### src/rtl/rob_alloc_ctrl.sv
// Reorder-buffer allocation controller: head/tail/occupancy tracking, 4-wide dispatch grants,
// commit retirement and branch-flush rollback followed by a short dispatch-blocked recovery window.
module rob_alloc_ctrl #(
  parameter int DEPTH       = 128,
  parameter int IDX_W       = 7,
  parameter int WIDTH       = 4,
  parameter int RECOVER_CYC = 2
) (
  input  logic             clk,
  input  logic             reset,
  input  logic [WIDTH-1:0] disp_valid,
  output logic             disp_ready,
  output logic [WIDTH-1:0] alloc_mask,
  output logic [IDX_W-1:0] alloc_idx0,
  output logic [IDX_W-1:0] alloc_idx1,
  output logic [IDX_W-1:0] alloc_idx2,
  output logic [IDX_W-1:0] alloc_idx3,
  input  logic [2:0]       commit_num,
  input  logic             flush_req,
  input  logic [IDX_W-1:0] flush_idx,
  output logic [IDX_W-1:0] head_idx,
  output logic [IDX_W-1:0] tail_idx,
  output logic [IDX_W:0]   occupancy,
  output logic             full,
  output logic             empty,
  output logic             recovering,
  output logic             proto_err
);

  localparam int OCC_W = IDX_W + 1;
  localparam int CNT_W = $clog2(WIDTH + 1);
  localparam int REC_W = (RECOVER_CYC > 1) ? $clog2(RECOVER_CYC) : 1;
  localparam logic [REC_W-1:0] REC_INIT = REC_W'(RECOVER_CYC - 1);

  typedef enum logic {RUN, RECOVER} state_t;

  state_t           state;
  logic [REC_W-1:0] rec_cnt;

  logic [CNT_W-1:0] run_len;
  logic             run_broken;
  logic [CNT_W-1:0] n_disp;
  logic             space_ok;

  logic [IDX_W-1:0] flush_dist;
  logic             flush_legal;
  logic [OCC_W-1:0] keep_cnt;
  logic [OCC_W-1:0] commit_ext;
  logic [2:0]       commit_clip;
  logic [2:0]       eff_commit;
  logic             commit_bad;

  // Only the unbroken run of requests starting at lane 0 is eligible for a grant.
  always_comb begin
    run_len    = '0;
    run_broken = 1'b0;
    for (int i = 0; i < WIDTH; i++) begin
      if (!disp_valid[i]) run_broken = 1'b1;
      else if (!run_broken) run_len = run_len + CNT_W'(1);
    end
  end

  assign space_ok   = (occupancy <= OCC_W'(DEPTH - WIDTH));
  assign disp_ready = reset && (state == RUN) && !flush_req && space_ok;
  assign n_disp     = disp_ready ? run_len : '0;

  always_comb begin
    alloc_mask = '0;
    for (int i = 0; i < WIDTH; i++) alloc_mask[i] = (n_disp > CNT_W'(i));
  end

  assign alloc_idx0 = tail_idx;
  assign alloc_idx1 = tail_idx + IDX_W'(1);
  assign alloc_idx2 = tail_idx + IDX_W'(2);
  assign alloc_idx3 = tail_idx + IDX_W'(3);

  // A flush is only honoured when its survivor index lies inside the live window.
  assign flush_dist  = flush_idx - head_idx;
  assign flush_legal = flush_req && (OCC_W'(flush_dist) < occupancy);
  assign keep_cnt    = OCC_W'(flush_dist) + OCC_W'(1);

  // Commit cannot retire more than is live, nor past the flush survivor.
  assign commit_ext  = OCC_W'(commit_num);
  assign commit_clip = (commit_ext > occupancy) ? occupancy[2:0] : commit_num;
  assign eff_commit  = (flush_legal && (OCC_W'(commit_clip) > keep_cnt)) ? keep_cnt[2:0]
                                                                         : commit_clip;
  assign commit_bad  = (commit_ext > OCC_W'(WIDTH)) || (commit_ext > occupancy);

  always_ff @(posedge clk or negedge reset) begin
    if (!reset) begin
      head_idx  <= '0;
      tail_idx  <= '0;
      occupancy <= '0;
      state     <= RUN;
      rec_cnt   <= '0;
      proto_err <= 1'b0;
    end else begin
      head_idx <= head_idx + IDX_W'(eff_commit);
      if (flush_legal) begin
        tail_idx  <= flush_idx + IDX_W'(1);
        occupancy <= keep_cnt - OCC_W'(eff_commit);
      end else begin
        tail_idx  <= tail_idx + IDX_W'(n_disp);
        occupancy <= occupancy + OCC_W'(n_disp) - OCC_W'(eff_commit);
      end
      if (commit_bad || (flush_req && !flush_legal)) proto_err <= 1'b1;
      case (state)
        RUN: begin
          if (flush_legal) begin
            state   <= RECOVER;
            rec_cnt <= REC_INIT;
          end
        end
        RECOVER: begin
          if (flush_legal) rec_cnt <= REC_INIT;
          else if (rec_cnt == '0) state <= RUN;
          else rec_cnt <= rec_cnt - REC_W'(1);
        end
        default: state <= RUN;
      endcase
    end
  end

  assign full       = (occupancy == OCC_W'(DEPTH));
  assign empty      = (occupancy == '0);
  assign recovering = (state == RECOVER);

endmodule

### config.mk
export PLATFORM = sky130hd
export DESIGN_NAME = rob_alloc_ctrl
export DESIGN_NICKNAME = d
export VERILOG_FILES = /design/src/rtl/rob_alloc_ctrl.sv
export SDC_FILE = /design/constraint.sdc
export NUM_CORES = 1
export LEC_CHECK = 0
export BUFFER_PORTS_ARGS = -buffer_cell sky130_fd_sc_hd__buf_2
export CORE_AREA = 5 5 94 96
export DETAILED_ROUTE_END_ITERATION = 7
export DIE_AREA = 0 0 99 101
export GPL_TIMING_DRIVEN = 0
export PLACE_DENSITY_LB_ADDON = 0.08
export SYNTH_ARGS = -nofsm -noshare
export SYNTH_HDL_FRONTEND = slang
export SYNTH_SLANG_ARGS = --single-unit
### constraint.sdc
create_clock -name clk -period 6.16 [get_ports clk]
set_input_delay 0.308 -clock clk [delete_from_list [all_inputs] [get_ports clk]]
set_output_delay 0.308 -clock clk [all_outputs]
set_load 0.01 [all_outputs]
* After elaboration in Yosys (flattened, before gate mapping)
Cells that the tools add are included.
Storage, ports and cells: output and inout bits 59, input bits 17, ROM bits 0, RAM bits 0, bits in latches 0, logic and storage cells 67, memories 0, flip-flop bits (word level) 25
Operators by class: equality and inequality tests 2, shift operators 0, mux-type cells 23, multiply operators 0, div/mod/pow operators 0, bitwise operators 1, reductions and logical operators 11, $lt $le $gt $ge 9, add/sub/neg operators 15
Operators by type and width (count):
- $mux 3 | 9
- $gt 3x8->1 | 2
- $sub 8x3->8 | 2
- $add 7x1->7 const B | 2
- $add 7x2->7 const B | 2
- $add 7x3->7 | 2
- $mux 1 | 10
- $add 3x1->3 const B | 3
- $add 7x1->8 const B | 1
- $add 8x3->8 | 1
- $eq 8x8->1 const B | 1
- $le 8x7->1 const B | 1
- $logic_not 8->1 | 1
- $lt 7x8->1 | 1
- $mux 8 | 1
- $mux 7 | 1
- $sub 7x7->7 | 1
- $gt 3x1->1 const B | 2
- $gt 3x2->1 const B | 2
- $logic_and 1x1->1 | 6
- $pmux 1 s2 | 2
- $gt 3x3->1 const B | 1
- $logic_not 1->1 | 2
- $logic_or 1x1->1 | 2
- 3 further kinds | 3

* Longest topological paths before layout
Gate-level depths: netlist (run 1).
word-level depth 14, gate-level depth with buffers 30, gate-level depth less buffers 30

* Worst setup path after synthesis (run 1)
Ideal clock, no wire load.
path type reg-to-reg, start register head_idx[0], end register occupancy[7], data required time 6.078 ns, setup slack 0.773 ns, path buffers 0, clock period less this slack 5.387 ns, data arrival time 5.305 ns, stages on the path, launching flop included 27, cell sequence dfrtp_1 > ha_1 > inv_1 > fa_1 > ha_1 > inv_1 > xnor2_1 > inv_1 > ha_1 > o21a_1 > o21ai_0 > nor3_1 > o221a_2 > nand2_1 > mux2_2 > inv_1 > fa_1 > ha_1 > a21o_1 > a21oi_1 > o21bai_1 > a21oi_1 > o21bai_1 > a21oi_1 > xor2_1 > nor2_1 > a31oi_1
Between the ends: word-level cells in the longest chain between the ends 7, elaborated cells between the ends (all ways) 10, those cells by class 4 x add/sub; 2 x order compare; 2 x mux; 2 x reduce/logical
RTL lines:
- start, declared | RTL line 21 | output logic [IDX_W-1:0] head_idx,
- start signal, assigned | RTL line 98 | head_idx <= head_idx + IDX_W'(eff_commit);
- $sub 7x7->7 * | RTL line 78 | assign flush_dist = flush_idx - head_idx;
- $add 7x1->8 / $lt 7x8->1 (equally long branches) | RTL line 80, 79
- $gt 3x8->1 / $logic_and 1x1->1 (equally long branches) | RTL line 85, 79
- $logic_and 1x1->1 | RTL line 85 | assign eff_commit = (flush_legal && (OCC_W'(commit_clip) > keep_cnt)) ? keep_cnt[2:0]
- $mux 3 | RTL line 85
- $sub 8x3->8, on equally long branches | RTL line 104, 101
- $mux 8 * | RTL line 99 | if (flush_legal) begin
- end signal, assigned | RTL line 101 | occupancy <= keep_cnt - OCC_W'(eff_commit);
- end signal, assigned | RTL line 104 | occupancy <= occupancy + OCC_W'(n_disp) - OCC_W'(eff_commit);
- end, declared | RTL line 23 | output logic [IDX_W:0] occupancy,
Mark *: on every way between the ends. The rest lies on a longest branch, timed or not. A chain may end at the register's enable or synchronous reset.

* Final worst setup path (run 1)
Same ends and word-level chain as after synthesis.

==> impl_summary.md, run 1 <==
Outcome
The run finished with clean final reports.

Global route
The via count of the first global-routing pass is 3017. The met2 usage is 31.2%. The total global routing overflow is 0. For this run, global-route usage on met3 was measured as 1.45%.

For this run, global-route usage on met1 was measured as 22.4%. The first-pass GRT wire length is 14.3 mm. Entering global routing, the biggest net connects 27 pins. Across every metal layer, demand over resource in global routing totals 17.2%. In this run the most used layer during global routing was met2.

The initial antenna violation count is 0.

STA
In this run the tightest slew margin relative to its limit is 58.9%. Setup repair after global routing left no endpoint under its margin. The final critical path takes up 94.4% of the cycle. The total count of max-transition violations in the final report is 0. The worst path in the final design needs a cycle of 5.82 ns, including I/O delays and setup. The final number of hold-violating endpoints is 0.

Based on the critical path, the design can be clocked at up to 0.172 GHz. Once routing completed, OpenROAD measured the worst setup slack at 0.344 ns. On the final layout, the worst clock skew is 0.00406 ns. For the pin with the worst max-slew slack, the measured transition is 0.616 ns.

The final number of setup-violating endpoints is 0.

Finish
The layout has 809 filler cells. In the final design database the tool counted 556 nets. The post-synthesis to final-layout area growth is 18.1%. The ratio of cells with drive above 1 in the final layout is 26.2%.

The antenna diode count is 0. The finished layout holds 590 standard cells, fillers aside. The final standard cell utilization of the core is 50.8%.

Clock tree
CTS saw 25 sinks. The clock network latency to the later pin of the worst-skew pair is 0.28 ns. The CTS root buffer is clkbuf_8. After clock tree synthesis, the flow added hold-fix buffers numbering 0. The total clock buffers created by CTS is 3. The longest clock path from root to sink contains 2 buffers. In this run the number of H-tree levels came out at 1. The clock edge transition at the registers on the reported setup and hold paths is 0.10 ns. The TritonCTS clock tree is yes.

Worst hold path
The path class of the tightest hold or removal check is in -> async.

Synth
The Yosys step of the flow raised 0 warnings. Yosys mapped the design onto 63 distinct sky130hd cell types. The mean instance size in the synthesized netlist is 8.47 um2. In the synthesized netlist the async set-or-reset flop fraction comes to 100%. In this run the cell area of the synthesized design comes to 3430 um2. For this run, the register share of the synthesized area comes to 18.2%. The number of nets in the synthesized netlist is 475. Synthesis handed over a netlist of 405 instances. Yosys mapped a number of flops with a built-in enable equal to 0. The post-synthesis register bit count is 25. The dominant synthesized flop cell is dfrtp_1.

Routing
The post-detailed-route wirelength per cell is 14.6 um. The detailed router finished its first iteration with 98 violations. The number of design rule violations left after detail routing is 0.

The first TritonRoute pass finished after 5 iterations. The via density per instance is 5.22. The detail route stage leaves a number of antenna-violating nets equal to 0. Summing over every cut layer, the via total after detailed routing is 3078.

For this block, the routed nets add up to 8.62 mm of wire.

Floorplanning
The floorplan step defined a die boundary enclosing 10000 um2. From left edge to right edge, the die measures 99 um. The number of ports placed on the die boundary is 76. The floorplan core area is 7970 um2. The initial utilization of the core area, before any placement, comes to 43.0%. The count of standard-cell rows is 33. Measured along the y axis, the die boundary spans 101 um.

Critical path
The largest fanout on the critical path is 4. The launching element type of the critical path is a flip-flop. Counting cells, the worst reg-to-reg path comes to 25. The critical path in this run is classified as reg -> reg.

The setup check on the worst reg-to-reg path leaves a slack of 0.34 ns. For the worst setup path, the data arrival time is 6.02 ns. The worst setup path is captured at a flip-flop.

The worst register-to-register path ends at occupancy[7]$_DFF_PN0_. The startpoint of the worst-slack reg-to-reg timing path is head_idx[0]$_DFF_PN0_. STA puts the critical path data required time at 6.36 ns.

Placement
The count of placed standard cells including taps is 585. Port buffering added 75 buffers. The pre-CTS setup slack is -0.141 ns. At the end of routability-driven placement, the weighted congestion stood at 0.863. Detailed placement finished with a half-perimeter wire length of 7.15 mm.

Job
The reported max-cap violation count is 0.
-- worst max-delay path: stages (launching register included) --
cell,delay [ns]
dfrtp_1,0.40
ha_1,0.20
inv_1,0.06
fa_2,0.38
a211o_1,0.30
a21o_1,0.16
a211oi_1,0.40
or2_2,0.23
ha_1,0.25
nor2b_1,0.13
o21ai_0,0.25
and3_1,0.25
nand2_1,0.14
mux2_2,0.34
inv_1,0.16
fa_1,0.46
ha_1,0.30
a21o_1,0.19
a21oi_2,0.18
o21bai_1,0.11
a21oi_2,0.19
o21bai_1,0.08
a21oi_1,0.18
xor2_1,0.16
nor2_1,0.06
a31oi_1,0.15
-- layout by cell type, fill, tap and decap left out, drive strengths merged, types with 7 or more instances in the layout --
cell type,n
buf,88
ha,47
inv,43
xnor2,32
nand2,29
nor2,28
dfrtp,25
a21oi,25
o21ai,24
nand3,20
xor2,17
clkbuf,11
a21o,7
-- cell usage after synthesis (4+ instances only) --
master,count,area share [%]
ha_1,47,17
inv_1,41,4.5
xnor2_1,31,7.9
nand2_1,29,3.2
nor2_1,27,3.0
dfrtp_1,25,18
a21oi_1,24,3.5
nand3_1,20,2.9
o21ai_0,18,2.6
xor2_1,16,4.1
buf_4,9,2.0
clkbuf_1,7,0.77
a21o_1,6,1.3
fa_1,6,3.5
o21ai_1,6,0.88
and3_1,5,0.91
nor2b_1,5,0.91
o31ai_1,5,1.1
nand4_1,4,0.73
nor4_1,4,0.73
o211ai_1,4,0.88
-- worst max-delay path by stage --
| stage | start | end | slack (ns) | depth (start not counted) |
|---|---|---|---|---|
| floorplan | head_idx[0]$_DFF_PN0_ | occupancy[7]$_DFF_PN0_ | 0.77 | 26 |
| global placement | flush_idx[0] | occupancy[7]$_DFF_PN0_ | -0.16 | 28 |
| detailed placement | flush_idx[0] | occupancy[7]$_DFF_PN0_ | -0.14 | 28 |
| CTS | head_idx[0]$_DFF_PN0_ | occupancy[7]$_DFF_PN0_ | 0.07 | 26 |
| global route | head_idx[0]$_DFF_PN0_ | occupancy[7]$_DFF_PN0_ | 0.02 | 26 |
| finish | head_idx[0]$_DFF_PN0_ | occupancy[7]$_DFF_PN0_ | 0.34 | 25 |
-- flip-flops by register name, summed over array words and instances (netlist names) --
signal / cells
recovering: 1
proto_err: 1
alloc_idx0: 7
rec_cnt: 1
occupancy: 8
head_idx: 7
-- cell type report --
cell class / instances / area, um2 / share of cell area, %
Buffer: 20 / 135 / 3.34
Tap cell: 105 / 131 / 3.24
Timing Repair Buffer: 76 / 383 / 9.45
Inverter: 44 / 184 / 4.54
Clock buffer: 3 / 41.3 / 1.02
Multi-Input combinational cell: 316 / 2540 / 62.8
Sequential cell: 25 / 627 / 15.5
Clock inverter: 1 / 5.00 / 0.124
-- per-layer routing --
layer  part of all wire [%]  vias to the layer above
li1                       -                     1557
met1                     46                     1455
met2                     48                       59
met3                    4.8                        7
met4                    1.0                        0
met5                      0                        -
-- cells by family after synthesis --
group	count (synthesis)	synth area share (%)
buf+inv	64	9.27
fa+ha+maj	53	20.6
mux	6	1.86
flops	25	18.2
simple gates	119	18.3
xor+xnor	50	13.6
compound gates	88	18.1
-- stage by stage --
| step | setup TNS [ns] | hold slack (ns) | area, um2 |
|---|---|---|---|
| finish | 0 | 0.0334 | 4050 |
| global route | 0 | 0.0892 | 4050 |
| CTS | 0 | 0.0576 | 4000 |
| detailed placement | -0.141 | 0.360 | 3940 |
| global placement | -0.163 | 0.345 | 3940 |
| floorplan | 0 | 0.0124 | 3430 |
-- what timing repair did --
item / CTS / global route
endpoints found under the hold margin: 0 / 0
pin swaps: 0 / 1
setup endpoints to repair: 1 / 4
setup buffers: 0 / 1
gates resized for setup: 5 / 10
Power of run 1 is not shown: default switching activity piles up to over one toggle a cycle in this logic, so the estimate is an artifact.
==> run 2: changes to the inputs <==
==> constraint.sdc (replaced) <==
create_clock -name clk -period 6.16 [get_ports clk]
set_input_delay 0.616 -clock clk [delete_from_list [all_inputs] [get_ports clk]]
set_output_delay 0.616 -clock clk [all_outputs]
set_load 0.01 [all_outputs]
==> impl_summary.md, run 2 (synthesis results as in run 1) <==
Outcome
The flow ran to the end, and the final reports show no timing, DRC or antenna violations.

Clock tree
The sink count of the clock tree came to 25 (unchanged). The clock network latency to the later pin of the worst-skew pair is 0.28 ns (about the same). The total clock buffers created by CTS was 3 (unchanged). The maximum level of the CTS H-tree was 1 (unchanged). The TritonCTS clock tree is yes.

The clock edge transition at the registers on the reported setup and hold paths came to 0.09 ns (about the same). In this run the clock root is driven by a clkbuf_8. The number of buffers between clock root and the deepest sink is 2 (unchanged).

Global route
The initial antenna violation count is 0 (unchanged). The maximum number of pins on one net before global-route repair is 27 (unchanged). The first-pass GRT wire length came to 14.2 mm (about the same).

The total global routing overflow is 0 (unchanged). The global-route total usage across every layer is 17.2% (about the same). The via count of the first global-routing pass is 3015 (-0.066%).

Placement
The half-perimeter wire length after detailed placement is 7.15 mm (unchanged). The number of port buffers is 75 (unchanged). The global placement routability congestion came to 0.863 (unchanged). The placement-stage cell area is 3940 um2 (unchanged).

Floorplanning
The starting utilization of the core area is 43.0% (unchanged). The count of standard-cell rows is 33 (unchanged). The number of ports placed on the die boundary is 76 (unchanged). The vertical die dimension is 101 um (unchanged). The die area is 10000 um2 (unchanged).

The chip width is 99 um (unchanged). The floorplan core area is 7970 um2 (unchanged).

Finish
The final standard cell utilization of the core is 51.0% (+0.17 points). The area taken by multi-input logic gates is 2550 um2 (+0.20%). The total area of sequential cells is 628 um2 (+0.20%). The largest register by flop count is occupancy. The number of flip-flops in the largest register is 8 (unchanged). The final instance area is 4070 um2 (+0.34%). The antenna diode count was 0 (unchanged). The total of fill cells in the finished design is 808 (-0.12%).

Leaving out fill and tap cells, the most frequent cells in the layout are 75 x buf_2, 46 x ha_1, 40 x inv_1, 30 x xnor2_1, 29 x nand2_1. The library cell used most frequently in the layout, excluding fill and tap cells, is buf_2. The ratio of cells with drive above 1 in the final layout came to 26.7% (+0.56 points). Relative to the synthesized area, the layout overhead comes to 18.5%. The number of nets in the finished design was 557 (+0.18%).

STA
The final critical-path share of the clock period was 94.3% (about the same). The summed negative setup slack over all endpoints came to 0 ns (unchanged). The total count of max-transition violations in the final report is 0 (unchanged). The slew of the pin with the lowest slew margin is 0.620 ns (+0.00402 ns).

The worst hold margin is 0.343 ns (+0.310 ns). The clock period minus final worst setup slack is 5.81 ns (-0.00411 ns). The final number of setup-violating endpoints is 0 (unchanged). The worst clock skew is 0.00371 ns (-0.000346 ns).

The final number of hold-violating endpoints came to 0 (unchanged). The maximum achievable frequency came to 0.172 GHz (about the same). The relative slew slack came to 58.6% (-0.27 points).

Critical path
The slack of the worst reg-to-reg path was 0.37 ns (+0.03 ns). The critical path arrival is 6.01 ns (about the same). The worst setup path is of the in -> reg kind. The data required time at the worst endpoint is 6.36 ns (about the same). The worst reg2reg path depth is 26 (+4.0%). The capture point of the worst reg-to-reg path is occupancy[7]$_DFF_PN0_. The longest individual stage delay on the worst path is 0.46 ns (about the same). The launching element type of the critical path is an input port. The standard cell with the maximum stage delay on the critical path is fa_1.

The endpoint class of the critical path is a flip-flop. In this run the critical register-to-register path is launched from occupancy[2]$_DFF_PN0_. The largest fanout on the critical path is 4 (unchanged).

Routing
The post-detailed-route wirelength per cell is 14.6 um (+0.12%). The number of DRC markers after the initial detailed-route iteration came to 72 (-27%). The wire length reported by the detailed router is 8.65 mm (+0.29%).

The via count of the routed design came to 3071 (-0.23%). The number of design rule violations left after detail routing is 0 (unchanged). The count of nets left with antenna violations after detail routing is 0 (unchanged). The via density per instance is 5.20 (-0.40%). The count of TritonRoute iterations in the first routing pass came to 4 (-1).

Job
The reported max-cap violation count is 0 (unchanged).

Worst hold path
The type of the worst min-delay path is in -> async.
-- run 2: cell count changes in the layout (fill, tap and decap cells not counted), sizes merged --
cell / change
buf: +1
-- run 2: layout make-up --
class	instances	share of cell area (%)
Clock buffer	3	1.02
Clock inverter	1	0.123
Multi-Input combinational cell	316	62.7
Tap cell	105	3.23
Timing Repair Buffer	77	9.60
Buffer	20	3.32
Sequential cell	25	15.5
Inverter	44	4.52
-- run 2: worst max-delay path: cells and delay by family --
kind            cells  cell delay (ns)
buf+inv             4             0.41
fa+ha+maj           5             1.57
xor+xnor            1             0.16
compound gates     11             2.11
mux                 1             0.34
simple gates        5             0.79
-- run 2: repair_timing --
| action | 4_1_cts | 5_1_grt |
|---|---|---|
| pin swaps | 0 | 2 |
| setup buffers | 0 | 2 |
| hold buffers | 0 | 0 |
| hold endpoints to repair | 0 | 0 |
| endpoints found under the setup margin | 1 | 4 |
| resized for setup | 5 | 11 |
-- run 2: metal layers --
metal  vias up  global-route usage, %  part of all wire [%]
met1      1446                   22.4                    45
met5         -                      0                     0
met2        61                   31.1                    48
li1       1557                      -                     -
met3         7                   1.45                   5.2
met4         0                   3.47                   1.1
-- run 2: how the worst max path moves through the flow --
stage / from / endpoint / slack (ns) / depth (start not counted)
3_5_place_dp: flush_idx[0] / occupancy[7]$_DFF_PN0_ / -0.45 / 28
5_1_grt: flush_idx[0] / occupancy[7]$_DFF_PN0_ / -0.02 / 28
4_1_cts: occupancy[1]$_DFF_PN0_ / occupancy[7]$_DFF_PN0_ / 0.004 / 26
2_1_floorplan: flush_idx[0] / occupancy[7]$_DFF_PN0_ / 0.54 / 27
3_3_place_gp: flush_idx[0] / occupancy[7]$_DFF_PN0_ / -0.47 / 28
6_report: flush_idx[0] / occupancy[7]$_DFF_PN0_ / 0.35 / 27
-- run 2: metrics by stage --
step | setup slack [ns] | instances
6_report | 0.348 | 591
5_1_grt | -0.0192 | 591
3_5_place_dp | -0.449 | 585
4_1_cts | 0.00419 | 589
3_3_place_gp | -0.471 | 585
2_1_floorplan | 0.542 | 405
Power of run 2 is left out for the same reason.
